--- config.mk ---
export PLATFORM = sky130hd
export DESIGN_NAME = matmul_job_sched
export DESIGN_NICKNAME = d
export VERILOG_FILES = /design/src/rtl/matmul_pkg.sv /design/src/rtl/matmul_job_sched_rr_arbiter.sv /design/src/rtl/matmul_job_sched.sv
export SDC_FILE = /design/constraint.sdc
export NUM_CORES = 1
export LEC_CHECK = 0
export CORE_AREA = 3 3 226 228
export DETAILED_ROUTE_END_ITERATION = 10
export DIE_AREA = 0 0 229 231
export PLACE_DENSITY = 0.46
export SKIP_LAST_GASP = 1
export SYNTH_ARGS = -nofsm -noshare
export SYNTH_HDL_FRONTEND = slang
export SYNTH_SLANG_ARGS = --single-unit
--- constraint.sdc ---
create_clock -name clk -period 22.8 [get_ports clk]
set_input_delay 4.56 -clock clk [delete_from_list [all_inputs] [get_ports clk]]
set_output_delay 4.56 -clock clk [all_outputs]
set_load 0.02 [all_outputs]
--- src/rtl/matmul_pkg.sv ---
// Shared constants, FSM state type and element addressing for the 3x3 matmul job scheduler.
package matmul_pkg;

  localparam int DIM    = 3;
  localparam int DATA_W = 8;
  localparam int MAT_W  = DIM * DIM * DATA_W;

  typedef enum logic [1:0] {
    IDLE,
    LAUNCH,
    DRAIN,
    RESP
  } state_t;

  // Bit offset of row-major element idx inside a packed matrix of width-bit elements.
  function automatic int elem_off(input int idx, input int width);
    return idx * width;
  endfunction

endpackage

--- src/rtl/matmul_job_sched_rr_arbiter.sv ---
// Round-robin arbiter: grants the first active request at or after the pointer,
// and moves the pointer just past the winner when the grant is consumed.
module rr_arbiter #(
  parameter int N  = 2,
  parameter int IW = $clog2(N)
) (
  input  logic          clk,
  input  logic          rst,
  input  logic [N-1:0]  req,
  input  logic          advance,
  output logic [N-1:0]  grant,
  output logic [IW-1:0] idx,
  output logic          any
);

  logic [IW-1:0] ptr;
  logic [IW:0]   cand;

  // Scan the requests starting at the pointer, wrapping once, and keep the first hit.
  always_comb begin
    grant = '0;
    idx   = '0;
    any   = 1'b0;
    cand  = '0;
    for (int i = 0; i < N; i++) begin
      cand = {1'b0, ptr} + (IW+1)'(i);
      if (cand >= (IW+1)'(N)) begin
        cand = cand - (IW+1)'(N);
      end
      if (!any && req[cand[IW-1:0]]) begin
        any                = 1'b1;
        idx                = cand[IW-1:0];
        grant[cand[IW-1:0]] = 1'b1;
      end
    end
  end

  // Pointer moves to winner+1 (mod N) whenever a grant is actually taken.
  always_ff @(posedge clk or posedge rst) begin
    if (rst) begin
      ptr <= '0;
    end else if (advance && any) begin
      ptr <= (idx == IW'(N-1)) ? '0 : idx + 1'b1;
    end
  end

endmodule

--- src/rtl/matmul_job_sched.sv ---
// Schedules 3x3 matmul jobs from several requesters onto one shared systolic array,
// sequencing its level start/valid handshake and returning results on one channel.
module matmul_job_sched
  import matmul_pkg::*;
#(
  parameter int NUM_REQ = 2,
  parameter int DATA_W  = 8,
  parameter int TIMEOUT = 64
) (
  input  logic                               clk,
  input  logic                               rst,
  input  logic [NUM_REQ-1:0]                 req_valid,
  input  logic [NUM_REQ*DIM*DIM*DATA_W-1:0]  req_a,
  input  logic [NUM_REQ*DIM*DIM*DATA_W-1:0]  req_b,
  output logic [NUM_REQ-1:0]                 req_ready,
  output logic                               resp_valid,
  input  logic                               resp_ready,
  output logic [$clog2(NUM_REQ)-1:0]         resp_id,
  output logic [DIM*DIM*DATA_W-1:0]          resp_c,
  output logic                               resp_err,
  output logic                               arr_start,
  output logic [DIM*DIM*DATA_W-1:0]          arr_a,
  output logic [DIM*DIM*DATA_W-1:0]          arr_b,
  input  logic                               arr_valid,
  input  logic [DIM*DIM*DATA_W-1:0]          arr_c,
  output logic                               busy
);

  localparam int M_W   = DIM * DIM * DATA_W;
  localparam int ID_W  = $clog2(NUM_REQ);
  localparam int CNT_W = $clog2(TIMEOUT) + 1;

  state_t           state;
  state_t           state_next;
  logic [NUM_REQ-1:0] grant;
  logic [ID_W-1:0]  grant_idx;
  logic             grant_any;
  logic             advance;
  logic [CNT_W-1:0] cnt;
  logic             timeout_hit;

  rr_arbiter #(
    .N  (NUM_REQ),
    .IW (ID_W)
  ) u_arb (
    .clk     (clk),
    .rst     (rst),
    .req     (req_valid),
    .advance (advance),
    .grant   (grant),
    .idx     (grant_idx),
    .any     (grant_any)
  );

  assign timeout_hit = (cnt == CNT_W'(TIMEOUT-1));

  // Outputs decoded from state so they drop together with an asynchronous reset.
  assign arr_start  = (state == LAUNCH);
  assign resp_valid = (state == RESP);
  assign busy       = (state != IDLE);

  // State register.
  always_ff @(posedge clk or posedge rst) begin
    if (rst) begin
      state <= IDLE;
    end else begin
      state <= state_next;
    end
  end

  // Next-state logic; a valid from the array beats a timeout in the same cycle.
  always_comb begin
    state_next = state;
    advance    = 1'b0;
    case (state)
      IDLE: begin
        if (grant_any) begin
          advance    = 1'b1;
          state_next = LAUNCH;
        end
      end
      LAUNCH: begin
        if (arr_valid || timeout_hit) begin
          state_next = DRAIN;
        end
      end
      DRAIN: begin
        if (!arr_valid) begin
          state_next = RESP;
        end
      end
      RESP: begin
        if (resp_ready) begin
          state_next = IDLE;
        end
      end
      default: state_next = IDLE;
    endcase
  end

  // Operand latch, acceptance pulse, timeout counter and result capture.
  always_ff @(posedge clk or posedge rst) begin
    if (rst) begin
      req_ready <= '0;
      arr_a     <= '0;
      arr_b     <= '0;
      resp_id   <= '0;
      resp_c    <= '0;
      resp_err  <= 1'b0;
      cnt       <= '0;
    end else begin
      req_ready <= '0;
      case (state)
        IDLE: begin
          if (grant_any) begin
            arr_a     <= req_a[grant_idx*M_W +: M_W];
            arr_b     <= req_b[grant_idx*M_W +: M_W];
            resp_id   <= grant_idx;
            req_ready <= grant;
            cnt       <= '0;
          end
        end
        LAUNCH: begin
          if (arr_valid) begin
            resp_c   <= arr_c;
            resp_err <= 1'b0;
          end else if (timeout_hit) begin
            resp_c   <= '0;
            resp_err <= 1'b1;
          end else begin
            cnt <= cnt + 1'b1;
          end
        end
        default: begin
        end
      endcase
    end
  end

endmodule
# Word level (Yosys, flattened, before mapping)
# Index checks and enable logic that the tools add are counted.
[word_totals] regBits=230 input_bits=366
[op_classes] addsub=5 mul=1 n_lt_le_gt_ge=6 n_eq_ne=10 n_shift=2 mux=34 bitwise_logic=1 n_reduce_logical=14
[ops] op="$shiftx 144x9->72" n=2
[ops] op="$mux 72" n=2
[ops] op="$mux 7" n=3
[ops] op="$mux 1" n=17
[ops] op="$mux 2" n=8
[ops] op="$pmux 7 s2" n=1
[ops] op="$pmux 2 s4" n=1
[ops] op="$reduce_and 4->1" n=2
[ops] op="$add 7x1->7 const B" n=1
[ops] op="$eq 7x6->1 const B" n=1
[ops] op="$ne 2x1->1 const B" n=3
[ops] op="$ne 2x2->1 const B" n=3
[ops] op="$reduce_bool 2->1" n=3
[ops] op="$mul 1x4->5 const B" n=1
[ops] op="$eq 2x2->1 const B" n=2
[ops] op="$logic_and 1x1->1" n=4
[ops] op="$lt 1x2->1 const B" n=2
[ops] op="$reduce_and 2->1" n=2
[ops] op="$add 1x1->2 const B" n=1
[ops] op="$demux 1 s1" n=2
[ops] op="$eq 2x1->1 const B" n=1
[ops] op="$ge 1x1->1 const B" n=2
[ops] op="$ge 1x2->1 const B" n=1
[ops] op="$ge 2x2->1 const B" n=1
[ops] op="other kinds (6)" n=7

# Depth between registers and ports, before layout
# Gate-level depths: netlist (run 1).
[depth] depth_word=11 ltp_mapped=8

# By module
# From an unflattened synthesis (run 1), not the netlist that was laid out.
[hier_totals] hier_cells=878 hier_area_um2=10012.1
[by_module_without_submodules] mod="matmul_job_sched" instances=1 cells_each=869 area_each_um2=9939.5 seq_area_each_um2=5730.5
[by_module_without_submodules] mod="rr_arbiter" instances=1 cells_each=9 area_each_um2=72.6 seq_area_each_um2=25.0

# Worst setup path after synthesis (run 1)
# Ideal clock, no wire load.
[synth_timing] path_type="input port to flip-flop" start="input port arr_valid" end="register cnt[4]" arrival_time_ns=5.512 required_time_ns=22.668 path_slack_ns=17.156 path_stages=5 path_buffers=1 cell_sequence="and2_4 or3_1 buf_2 o31ai_1 o31ai_1"
[synth_between] elab_chain_len=2
[synth_lines] element="start, declared" line_no="matmul_job_sched.sv:24" source="input logic arr_valid,"
[synth_lines] element="$ne 2x2->1 (no line)"
[synth_lines] element="$reduce_and 4->1 (no line)"
[synth_lines] element="end signal, assigned" line_no="matmul_job_sched.sv:131" source="cnt <= cnt + 1'b1;"
[synth_lines] element="end, declared" line_no="matmul_job_sched.sv:39" source="logic [CNT_W-1:0] cnt;"
# No other way between the ends.
# A chain may end at the register's enable or synchronous reset.

# Worst setup path in the final report (run 1)
[layout_timing] start="input port req_valid[1]" end="register arr_a[52]"
[layout_between] elab_chain_len=8 elab_cells_between_ends=13
[layout_lines] element="start, declared" line_no="matmul_job_sched.sv:12" source="input logic [NUM_REQ-1:0] req_valid,"
[layout_lines] element="$mux 1 (not written as such) (2 in series)" line_no="matmul_job_sched_rr_arbiter.sv:30" source="if (!any && req[cand[IW-1:0]]) begin"
[layout_lines] element="$mux 1" line_no="matmul_job_sched_rr_arbiter.sv:30"
[layout_lines] element="$logic_not 1->1" line_no="matmul_job_sched_rr_arbiter.sv:30"
[layout_lines] element="$logic_and 1x1->1" line_no="matmul_job_sched_rr_arbiter.sv:30"
[layout_lines] element="$mux 1" line_no="matmul_job_sched_rr_arbiter.sv:30"
[layout_lines] element="$mul 1x4->5" line_no="matmul_job_sched.sv:116" source="arr_a <= req_a[grant_idx*M_W +: M_W];"
[layout_lines] element="$shiftx 144x9->72" line_no="matmul_job_sched.sv:116"
[layout_lines] element="end signal, assigned" line_no="matmul_job_sched.sv:116"
[layout_lines] element="end, declared" line_no="matmul_job_sched.sv:22" source="output logic [DIM*DIM*DATA_W-1:0] arr_a,"
# Parallel ways exist; a longest one is shown, timed or not. The select of a mux whose other input is x is not followed.

==> results of run 1 <==
## per-stage QoR
stage                     worst slack [ps]  power, mW  instance area, um^2
after floorplan                      11940       1.34                 9530
after global placement               15220       1.91                16100
after detailed placement             15180       1.92                16100
after CTS                            15800       2.45                17100
after global routing                 15680       2.55                17100
final                                15890       2.41                17100
## per-layer routing
layer | global-route usage (%) | part of all wire, % | up-vias | wire (um)
met2 | 26.0 | 51 | 325 | 20900
li1 | - | - | 3933 | -
met1 | 17.5 | 39 | 4229 | 16100
met4 | 3.59 | 1.9 | 0 | 770
met5 | 0 | 0 | - | 0
met3 | 3.78 | 7.4 | 48 | 3030
## cells in the mapped netlist (all sizes together)
master / n / area share, %
and4: 1 / 0.092
nand2b: 2 / 0.13
nor2: 6 / 0.32
mux2i: 27 / 2.8
a21boi: 1 / 0.079
a211oi: 3 / 0.29
nor2b: 3 / 0.20
a21oi: 1 / 0.052
o21ai: 31 / 1.7
nor3b: 1 / 0.13
buf: 41 / 2.2
o21a: 1 / 0.079
a2111oi: 1 / 0.29
o31a: 1 / 0.092
a21o: 121 / 9.5
and3: 1 / 0.066
nand3: 2 / 0.11
mux2: 1 / 0.12
o31ai: 6 / 0.47
ha: 6 / 0.79
clkbuf: 24 / 0.95
dfrtp: 230 / 60
inv: 5 / 0.20
or3: 1 / 0.066
nand4: 1 / 0.066
and2: 2 / 0.16
nand2: 28 / 1.1
a22o: 191 / 18
## logic make-up (layout without fill, tap and decap cells)
kind of cell	Yosys count	in the layout	synth area share, %
adder cells (fa/ha/maj)	6	6	0.788
multiplexers	28	28	2.95
AO/OA/AOI/OAI	357	357	30.1
AND/OR/NAND/NOR	48	48	2.43
flip-flops	230	230	60.4
buffers and inverters	70	659	3.35
other	0	1	0
## area by class of cell
type | instances | share of cell area [%]
antenna | 1 | 0.0146
tap | 664 | 4.84
multi-input combinational | 439 | 20.4
clock inverter | 15 | 1.12
inverter | 5 | 0.153
clock buffer | 42 | 5.23
timing repair buffer | 597 | 34.7
sequential | 230 | 33.6
## power breakdown
group	internal (mW)	leakage [nW]	total [mW]	switching [mW]
Clock	0.320	0.541	0.512	0.192
Sequential	0.598	2.88	0.706	0.108
Combinational	0.607	4.51	1.19	0.583
Total	1.53	7.93	2.41	0.882
## worst min-delay path, cell delays in order, from the launching register on
cell and delay [ps]:
dfrtp_1 340, nand2_1 40, o21ai_0 60
## path summary, 6_finish.rpt
kind                                       startpoint  slack (ps)                      to
worst max-delay path                     req_valid[1]       15890   arr_a[52]$_DFFE_PP0P_
worst min-delay path            arr_b[14]$_DFFE_PP0P_         480   arr_b[14]$_DFFE_PP0P_
worst max register to register   state[0]$_DFFE_PP0P_       19720   arr_a[52]$_DFFE_PP0P_
worst min register to register  arr_b[14]$_DFFE_PP0P_         480   arr_b[14]$_DFFE_PP0P_
max in group asynchronous                         rst       16800   arr_b[19]$_DFFE_PP0P_
min in group asynchronous                         rst        4570  resp_c[40]$_DFFE_PP0P_
## registers in the layout, indices dropped and copies added (netlist names)
signal	cells
arr_a	72
arr_b	72
resp_c	72
cnt	7
req_ready	2
state	2
resp_err	1
resp_id	1
u_arb.ptr	1
==> summary.md, run 1 <==
| Metric | Value |
|---|---|
| Status | `finished clean` |
| Initial DRC Count | `378` |
| Vias after detailed routing | `8535` |
| Synth warnings | `0` |
| Post-CTS setup repair buffer count | `0` |
| Max Clk Rate | `145 MHz` |
| CP endpoint kind | `flip-flop` |
| Fin crit period | `6910 ps` |
| DIE AREA | `52900 um^2` |
| CTS tree | `built` |
| Lkg Pwr | `7.93 nW` |
| Clk buf depth | `3` |
| Post-layout util | `35.0%` |
| Worst path cell trace | `clkdlybuf4s50_1 -> o21ai_4 -> nor2_4 -> buf_4 -> a21o_1` |
| CTS buffer count | `31` |
| Layout cell share with drive strength beyond 1 | `5.65%` |
| DR pass1 iterations | `4` |
| Top Family by Delay on Critical Path | `buffers and inverters` |
| H-Tree Depth | `1` |
| Overall Global Routing Usage | `14.6%` |
| Final nets | `1676` |
| Core area | `49100 um^2` |
| Routed wire per std cell | `20.4 um` |
| CP Data Required Time | `23290 ps` |
| Root Driver | `clkbuf_16` |
| Pin slew with the least headroom to its limit | `1150 ps` |
| Most frequent cells in the layout | `clkdlybuf4s50_1, dfrtp_1, a22o_1, a21o_1, clkbuf_16` |
| Die width | `229 um` |
| Distinct cells, synth | `35` |
| GPL Wtd Cong | `0.763` |
| Vias in the first global route | `9194` |
| CP Buf/Inv Count | `2` |
| Syn_nets | `1111` |
| Setup Crit Path Kind | `in2reg` |
| Sequential area share after synthesis | `60.4%` |
| # hold bufs at CTS | `0` |
| Setup tns final | `0 ps` |
| WP depth | `5` |
| Hold Crit Depth | `2` |
| Clock skew | `13.3 ps` |
| Chip Height | `231 um` |
| RSZ-0062 raised after global routing | `no` |
| Area grow syn2layout | `79.9%` |
| Hold Violations, Final | `0` |
| Critical-path maximum fanout | `83` |
| Final setup fails | `0` |
| Port Buffer Count | `588` |
| Clk slew on worst S/H paths | `50 ps` |
| Slowest stage cell, crit path | `buf_4` |
| First-pass GRT wire length | `60.3 mm` |
| Routed wire length | `40.8 mm` |
| Final ANT Viol Nets | `0` |
| Finished Layout Cells | `1993` |
| Crit-path max cell delay | `920 ps` |
| Clock Sinks | `230` |
| Footprint of the multi-input gates | `3490 um^2` |
| Hold slack final | `479 ps` |
| Max-slew violations | `0` |
| Power Dens Cells | `140 nW/um^2` |
| DR DRC count | `0` |
| Commonest non-fill, non-tap cell in the layout | `clkdlybuf4s50_1` |
| Peak VDD IR | `0.0566 mV` |
| Slew margin rel. | `23.2%` |
| Crit path DAT | `7400 ps` |
| CTS resizes | `0` |
| Post-DP HPWL | `29.4 mm` |
| Fillers | `4943` |
| Placed insts | `1935` |
| Startpoint Class | `input pin` |
| Mapped cell area | `9530 um^2` |
| Initial core utilization | `19.4%` |
| Fin crit share | `30.3%` |
| Pin count of the biggest net entering global routing | `116` |
| Worst r2r path cells | `6` |
| Initial antenna violation count | `2` |
| Synthesized area per cell | `12.9 um^2` |
| Hold Crit Class | `reg2reg` |
| Mapped Cells | `739` |
| Worst-Skew Late Latency | `560 ps` |
| Register Area | `5760 um^2` |
| Gr ovfl total | `0` |
| # rows | `81` |
| Max cap viols | `0` |
| Via density | `4.28` |
| #FFs+latches synth | `230` |
| Top-Level Pins | `589` |
Power figures use the tool's default switching activity.
==> run 2, diff against run 1 <==
- CORE_AREA: 3 3 226 228 -> 3 3 230 232
- DIE_AREA: 0 0 229 231 -> 0 0 233 235
- PLACE_DENSITY: 0.46 -> 0.47
- clock period: 22.8 -> 6.2 ns (I/O delays scaled with it)
==> run 2 against run 1 <==
- die area rose by 3.5%
- flip-flop and latch count did not move
- non-clock buffer count fell by 1
- via count fell by 0.66%
- first-iteration DRC count fell by 0.53%
- global-route usage fell by 0.80 points
- clock-buffer cell count rose by 4
- critical path type is now reg2out
- core utilization fell by 1.5 points
- clock power rose to 3.4 times the previous value
- hold slack got worse by 1.1 ps
- cell count rose by 0.45%
- clock skew rose by 13 ps
==> summary.md, run 2 (synthesis results as in run 1) <==
| Metric | Value |
|---|---|
| Top Family by Delay on Critical Path | `buffers and inverters` |
| Port Buffer Count | `588 (unchanged)` |
| Max Clk Rate | `288 MHz` |
| Max cap viols | `0 (unchanged)` |
| Most frequent cells in the layout | `clkdlybuf4s50_1, dfrtp_1, a22o_1, a21o_1, clkbuf_16` |
| DIE AREA | `54800 um^2 (+3.5%)` |
| CP endpoint kind | `output pin` |
| Top Registers | `arr_a (72), arr_b (72), resp_c (72)` |
| Vias in the first global route | `9037 (-1.7%)` |
| Sequential power share | `29.8% (+0.5 points)` |
| Root Driver | `clkbuf_16` |
| CTS buffer count | `29 (-6.5%)` |
| CTS tree | `built` |
| Initial core utilization | `18.6% (-0.81 points)` |
| Startpoint Class | `flip-flop` |
| Power Dens Cells | `509 nW/um^2 (+260%)` |
| Overall Global Routing Usage | `13.8% (-0.80 points)` |
| Routed wire per std cell | `19.8 um (-3.3%)` |
| Placed Area | `16100 um^2 (+0.44%)` |
| Lkg Pwr | `7.88 nW (-0.58%)` |
| Clock share of power | `19.9% (-1.3 points)` |
| Hold Crit Depth | `2 (unchanged)` |
| Max-slew violations | `0 (unchanged)` |
| Critical-path maximum fanout | `11 (-87%)` |
| CP Data Required Time | `4960 ps (-18330 ps)` |
| Logic gate share of total power | `50.3% (+0.9 points)` |
| Total power | `8.71 mW (+260%)` |
| Setup Crit Path Kind | `reg2out` |
| Crit-path max cell delay | `760 ps (-160 ps)` |
| Sw Pwr | `3.20 mW (+260%)` |
| Fin crit share | `56.0%` |
| Clock Sinks | `230 (unchanged)` |
| Post-CTS setup repair buffer count | `0 (unchanged)` |
| Reg2Reg Setup Slack | `3590 ps (-16130 ps)` |
| Layout cell share with drive strength beyond 1 | `4.92% (-0.73 points)` |
| Hold slack final | `478 ps (-1.10 ps)` |
| Internal power | `5.51 mW (+260%)` |
| GPL Wtd Cong | `0.792 (+3.8%)` |
| Clk slew on worst S/H paths | `60 ps (about the same)` |
| Crit path DAT | `2230 ps (-5170 ps)` |
| CP Buf/Inv Count | `2 (unchanged)` |
| # rows | `83 (+2.5%)` |
| Core area | `51200 um^2 (+4.4%)` |
| Switching share of power | `36.7% (+0.052 points)` |
| Routed wire length | `39.6 mm (-2.9%)` |
| Status | `finished clean` |
| Final setup fails | `0 (unchanged)` |
| Final ANT Viol Nets | `0 (unchanged)` |
| DR pass1 iterations | `4 (unchanged)` |
| Final instance area | `17100 um^2 (-0.23%)` |
| Clk buf depth | `3 (unchanged)` |
| Commonest non-fill, non-tap cell in the layout | `clkdlybuf4s50_1` |
| Via density | `4.24 (-1.1%)` |
| Hold Violations, Final | `0 (unchanged)` |
| Worst path cell trace | `inv_1 -> ha_1 -> clkdlybuf4s50_1` |
| Initial DRC Count | `376 (-0.53%)` |
| CTS resizes | `0 (unchanged)` |
| Area grow syn2layout | `79.5%` |
| Top-Level Pins | `589 (unchanged)` |
| Peak VDD IR | `0.292 mV (+420%)` |
| Hold Crit Start | `arr_b[15]$_DFFE_PP0P_` |
| Pin count of the biggest net entering global routing | `172 (+48%)` |
| Initial antenna violation count | `2 (unchanged)` |
| DR DRC count | `0 (unchanged)` |
| Slew margin rel. | `34.2% (+11 points)` |
| R2r endpoint | `arr_a[30]$_DFFE_PP0P_` |
| Vias after detailed routing | `8479 (-0.66%)` |
| Die width | `233 um (+1.7%)` |
| First-pass GRT wire length | `58.6 mm (-2.9%)` |
| Final nets | `1673 (-0.18%)` |
| H-Tree Depth | `1 (unchanged)` |
| Hold Crit Class | `reg2reg` |
| Chip Height | `235 um (+1.7%)` |
| Worst reg2reg path startpoint | `state[0]$_DFFE_PP0P_` |
| Worst-Skew Late Latency | `560 ps (about the same)` |
| Fin crit period | `3470 ps` |
| RSZ-0062 raised after global routing | `no` |
| Worst r2r path cells | `7 (+1)` |
| # hold bufs at CTS | `0 (unchanged)` |
| Clock skew | `26.3 ps (+12.9 ps)` |
| Gr ovfl total | `0 (unchanged)` |
| Post-DP HPWL | `28.3 mm (-3.5%)` |
| Worst hold path endpoint | `arr_b[15]$_DFFE_PP0P_` |
| WP depth | `3 (-2)` |
| Setup tns final | `0 ps (unchanged)` |
| Pin slew with the least headroom to its limit | `984 ps (-168 ps)` |
| Slowest stage cell, crit path | `clkdlybuf4s50_1` |
-- run 2: power by group through the flow --
| stage | Sequential [mW] | Combinational (mW) | Clock (mW) |
|---|---|---|---|
| finish | 2.60 | 4.38 | 1.73 |
| global route | 2.68 | 4.68 | 1.86 |
| CTS | 2.60 | 4.46 | 1.81 |
| detailed placement | 2.61 | 4.44 | 0 |
| global placement | 2.61 | 4.42 | 0 |
| floorplan | 3.39 | 1.54 | 0 |
-- run 2: area by class of cell --
cell class                      instances  area, um^2
Timing Repair Buffer                  596        6010
Tap cell                              680         851
Multi-Input combinational cell        439        3490
Sequential cell                       230        5760
Clock buffer                           46         900
Fill cell                            5141       34100
Inverter                                5        22.5
Antenna cell                            1        2.50
Clock inverter                          5        78.8
-- run 2: routing by layer --
metal | vias to the layer above | share of wire [%] | GRT usage, %
met5 | - | 0 | 0
met4 | 0 | 2.1 | 3.70
met3 | 41 | 6.9 | 3.15
met2 | 303 | 50 | 24.3
met1 | 4221 | 41 | 16.7
li1 | 3914 | - | -
-- run 2: per-stage QoR --
step	worst slack, ps	std cells	util, %
floorplan	1950	739	-
global placement	2280	1950	31.5
detailed placement	2310	1950	31.5
CTS	2670	2001	33.4
global route	2600	2002	33.4
finish	2730	2002	33.4
-- run 2: worst max path at each step --
stage | start | endpoint | slack (ps)
floorplan | rst | arr_a[0]$_DFFE_PP0P_ | 1950
global placement | req_valid[1] | arr_a[47]$_DFFE_PP0P_ | 2280
detailed placement | req_valid[1] | arr_a[41]$_DFFE_PP0P_ | 2310
CTS | state[1]$_DFFE_PP0P_ | arr_start | 2670
global route | state[1]$_DFFE_PP0P_ | arr_start | 2600
finish | state[1]$_DFFE_PP0P_ | arr_start | 2730
-- run 2: tightest hold or removal path: stages, from the launching register on --
cell	delay, ps
dfrtp_1	340
nand2_1	40
o21ai_0	60
==> run 3, diff against run 2 <==
- CORE_AREA: 3 3 230 232 -> 3 3 226 228
- DIE_AREA: 0 0 233 235 -> 0 0 229 231
- PLACE_DENSITY: 0.47 -> 0.46
- clock period: 6.2 -> 3.5 ns (I/O delays scaled with it)
==> run 3 against run 2 <==
- total power up 77%
- die area decreased by 3.4%
- final area grew 0.63%
- global-route usage is 0.98 points higher
- largest cell class unchanged
==> summary.md, run 3 (synthesis results as in run 1) <==
| Metric | Value |
|---|---|
| Initial DRC Count | `361 (-4.0%)` |
| Clock skew | `16.4 ps (-9.87 ps)` |
| CTS tree | `built` |
| Final ANT Viol Nets | `0 (unchanged)` |
| Vias after detailed routing | `8492 (+0.15%)` |
| Clock Sinks | `230 (unchanged)` |
| Top Registers | `arr_a (72), arr_b (72), resp_c (72)` |
| CP Data Required Time | `2800 ps (-2160 ps)` |
| Final setup margin | `608 ps (-2120 ps)` |
| Final setup fails | `0 (unchanged)` |
| Gr ovfl total | `0 (unchanged)` |
| Die width | `229 um (-1.7%)` |
| Pre-CTS setup slack | `883 ps (-1420 ps)` |
| Hold Crit Start | `resp_id$_DFFE_PP0P_` |
| H-Tree Depth | `1 (unchanged)` |
| Worst-Skew Late Latency | `560 ps (about the same)` |
| Peak VDD IR | `0.387 mV (+32%)` |
| Most frequent cells in the layout | `clkdlybuf4s50_1, dfrtp_1, a22o_1, a21o_1, clkbuf_16` |
| Initial antenna violation count | `2 (unchanged)` |
| Pin count of the biggest net entering global routing | `102 (-41%)` |
| Initial core utilization | `19.4% (+0.81 points)` |
| Hold slack final | `474 ps (-4.32 ps)` |
| Routed wire length | `40.7 mm (+2.8%)` |
| Critical-path maximum fanout | `11 (unchanged)` |
| Status | `finished clean` |
| # rows | `81 (-2.4%)` |
| Overall Global Routing Usage | `14.7% (+0.98 points)` |
| Final instance area | `17200 um^2 (+0.63%)` |
| Slew margin rel. | `47.1% (+13 points)` |
| Via density | `4.24 (+0.20%)` |
| Crit path DAT | `2190 ps (-40 ps)` |
| Power Dens Cells | `896 nW/um^2 (+76%)` |
| Commonest non-fill, non-tap cell in the layout | `clkdlybuf4s50_1` |
| Setup Crit Path Kind | `reg2out` |
| Max cap viols | `0 (unchanged)` |
| Fillers | `4918 (-4.3%)` |
| Root Driver | `clkbuf_16` |
| Hold Crit Class | `reg2reg` |
| RSZ-0062 raised after global routing | `no` |
| DR DRC count | `0 (unchanged)` |
| Worst reg2reg path startpoint | `state[1]$_DFFE_PP0P_` |
| Clk slew on worst S/H paths | `60 ps (about the same)` |
| CTS buffer count | `30 (+3.4%)` |
| DR pass1 iterations | `4 (unchanged)` |
| GPL Wtd Cong | `0.817 (+3.1%)` |
| Final nets | `1689 (+0.96%)` |
| Hold Violations, Final | `0 (unchanged)` |
| Post-CTS setup repair buffer count | `0 (unchanged)` |
| Fin crit share | `82.6%` |
| Clk buf depth | `3 (unchanged)` |
| Area grow syn2layout | `80.6%` |
| Placed Area | `16300 um^2 (+0.96%)` |
| Core area | `49100 um^2 (-4.2%)` |
| # hold bufs at CTS | `0 (unchanged)` |
| Worst setup startpoint | `state[1]$_DFFE_PP0P_` |
| CP endpoint kind | `output pin` |
| Layout cell share with drive strength beyond 1 | `5.77% (+0.85 points)` |
| Startpoint Class | `flip-flop` |
| Fin crit period | `2890 ps` |
| Routed wire per std cell | `20.3 um (+2.9%)` |
| Max Clk Rate | `346 MHz` |
| Pin slew with the least headroom to its limit | `794 ps (-190 ps)` |
| Vias in the first global route | `9332 (+3.3%)` |
| Lkg Pwr | `7.95 nW (+0.85%)` |
| Chip Height | `231 um (-1.7%)` |
| First-pass GRT wire length | `60.6 mm (+3.5%)` |
| Max-slew violations | `0 (unchanged)` |
| Top-Level Pins | `589 (unchanged)` |
| Port Buffer Count | `588 (unchanged)` |
| CTS resizes | `0 (unchanged)` |
| DIE AREA | `52900 um^2 (-3.4%)` |
| Post-DP HPWL | `30.1 mm (+6.2%)` |
[run 3: cell count changes in the layout (fill, tap and decap cells not counted), sizes merged]
cell,delta
buf,+15
bufinv,-2
clkinvlp,+1
diode,+1
[run 3: per-layer routing]
layer | global-route usage (%) | vias to the layer above | wire length [um]
met3 | 3.62 | 46 | 2780
met2 | 26.3 | 304 | 20900
met1 | 17.7 | 4204 | 16200
met4 | 3.86 | 0 | 821
li1 | - | 3938 | -
met5 | 0 | - | 0
[run 3: through the flow]
step	TNS (ps)	cells	util [%]	power, mW
after detailed placement	0	1949	33.2	12.6
after global routing	0	2000	35.1	16.4
final	0	2001	35.1	15.4
after floorplan	-47830	739	-	8.73
after CTS	0	1999	35.1	15.7
after global placement	0	1949	33.2	12.6
[run 3: final cells by class]
cell class              instances  area (um^2)  area share [%]
clock buffers                  46          902            5.24
clock inverters                 4         26.3           0.153
inverters                       5         22.5           0.131
diodes                          2         5.00          0.0291
repair buffers                611         6180            35.9
well taps                     664          831            4.83
flip-flops and latches        230         5760            33.4
multi-input cells             439         3490            20.3
[run 3: worst paths after layout]
check                                               to  slack [ps]  cells past startpoint
worst max-delay path                         arr_start         610                      3
worst min-delay path               resp_id$_DFFE_PP0P_         470                      1
worst max register to register  resp_c[29]$_DFFE_PP0P_        1290                      5
worst min register to register     resp_id$_DFFE_PP0P_         470                      1
max in group asynchronous        arr_b[48]$_DFFE_PP0P_        2180                      3
min in group asynchronous       resp_c[53]$_DFFE_PP0P_         600                      2
[run 3: report_power, final]
| group | internal, mW | leakage, nW | switching [mW] |
|---|---|---|---|
| registers | 3.90 | 2.88 | 0.733 |
| clock network | 1.75 | 0.454 | 1.18 |
| logic | 4.06 | 4.62 | 3.80 |
[run 3: critical path, stage by stage, from the launching register on]
cell	delay, ps
dfrtp_1	400
inv_1	110
ha_1	390
clkdlybuf4s50_1	740
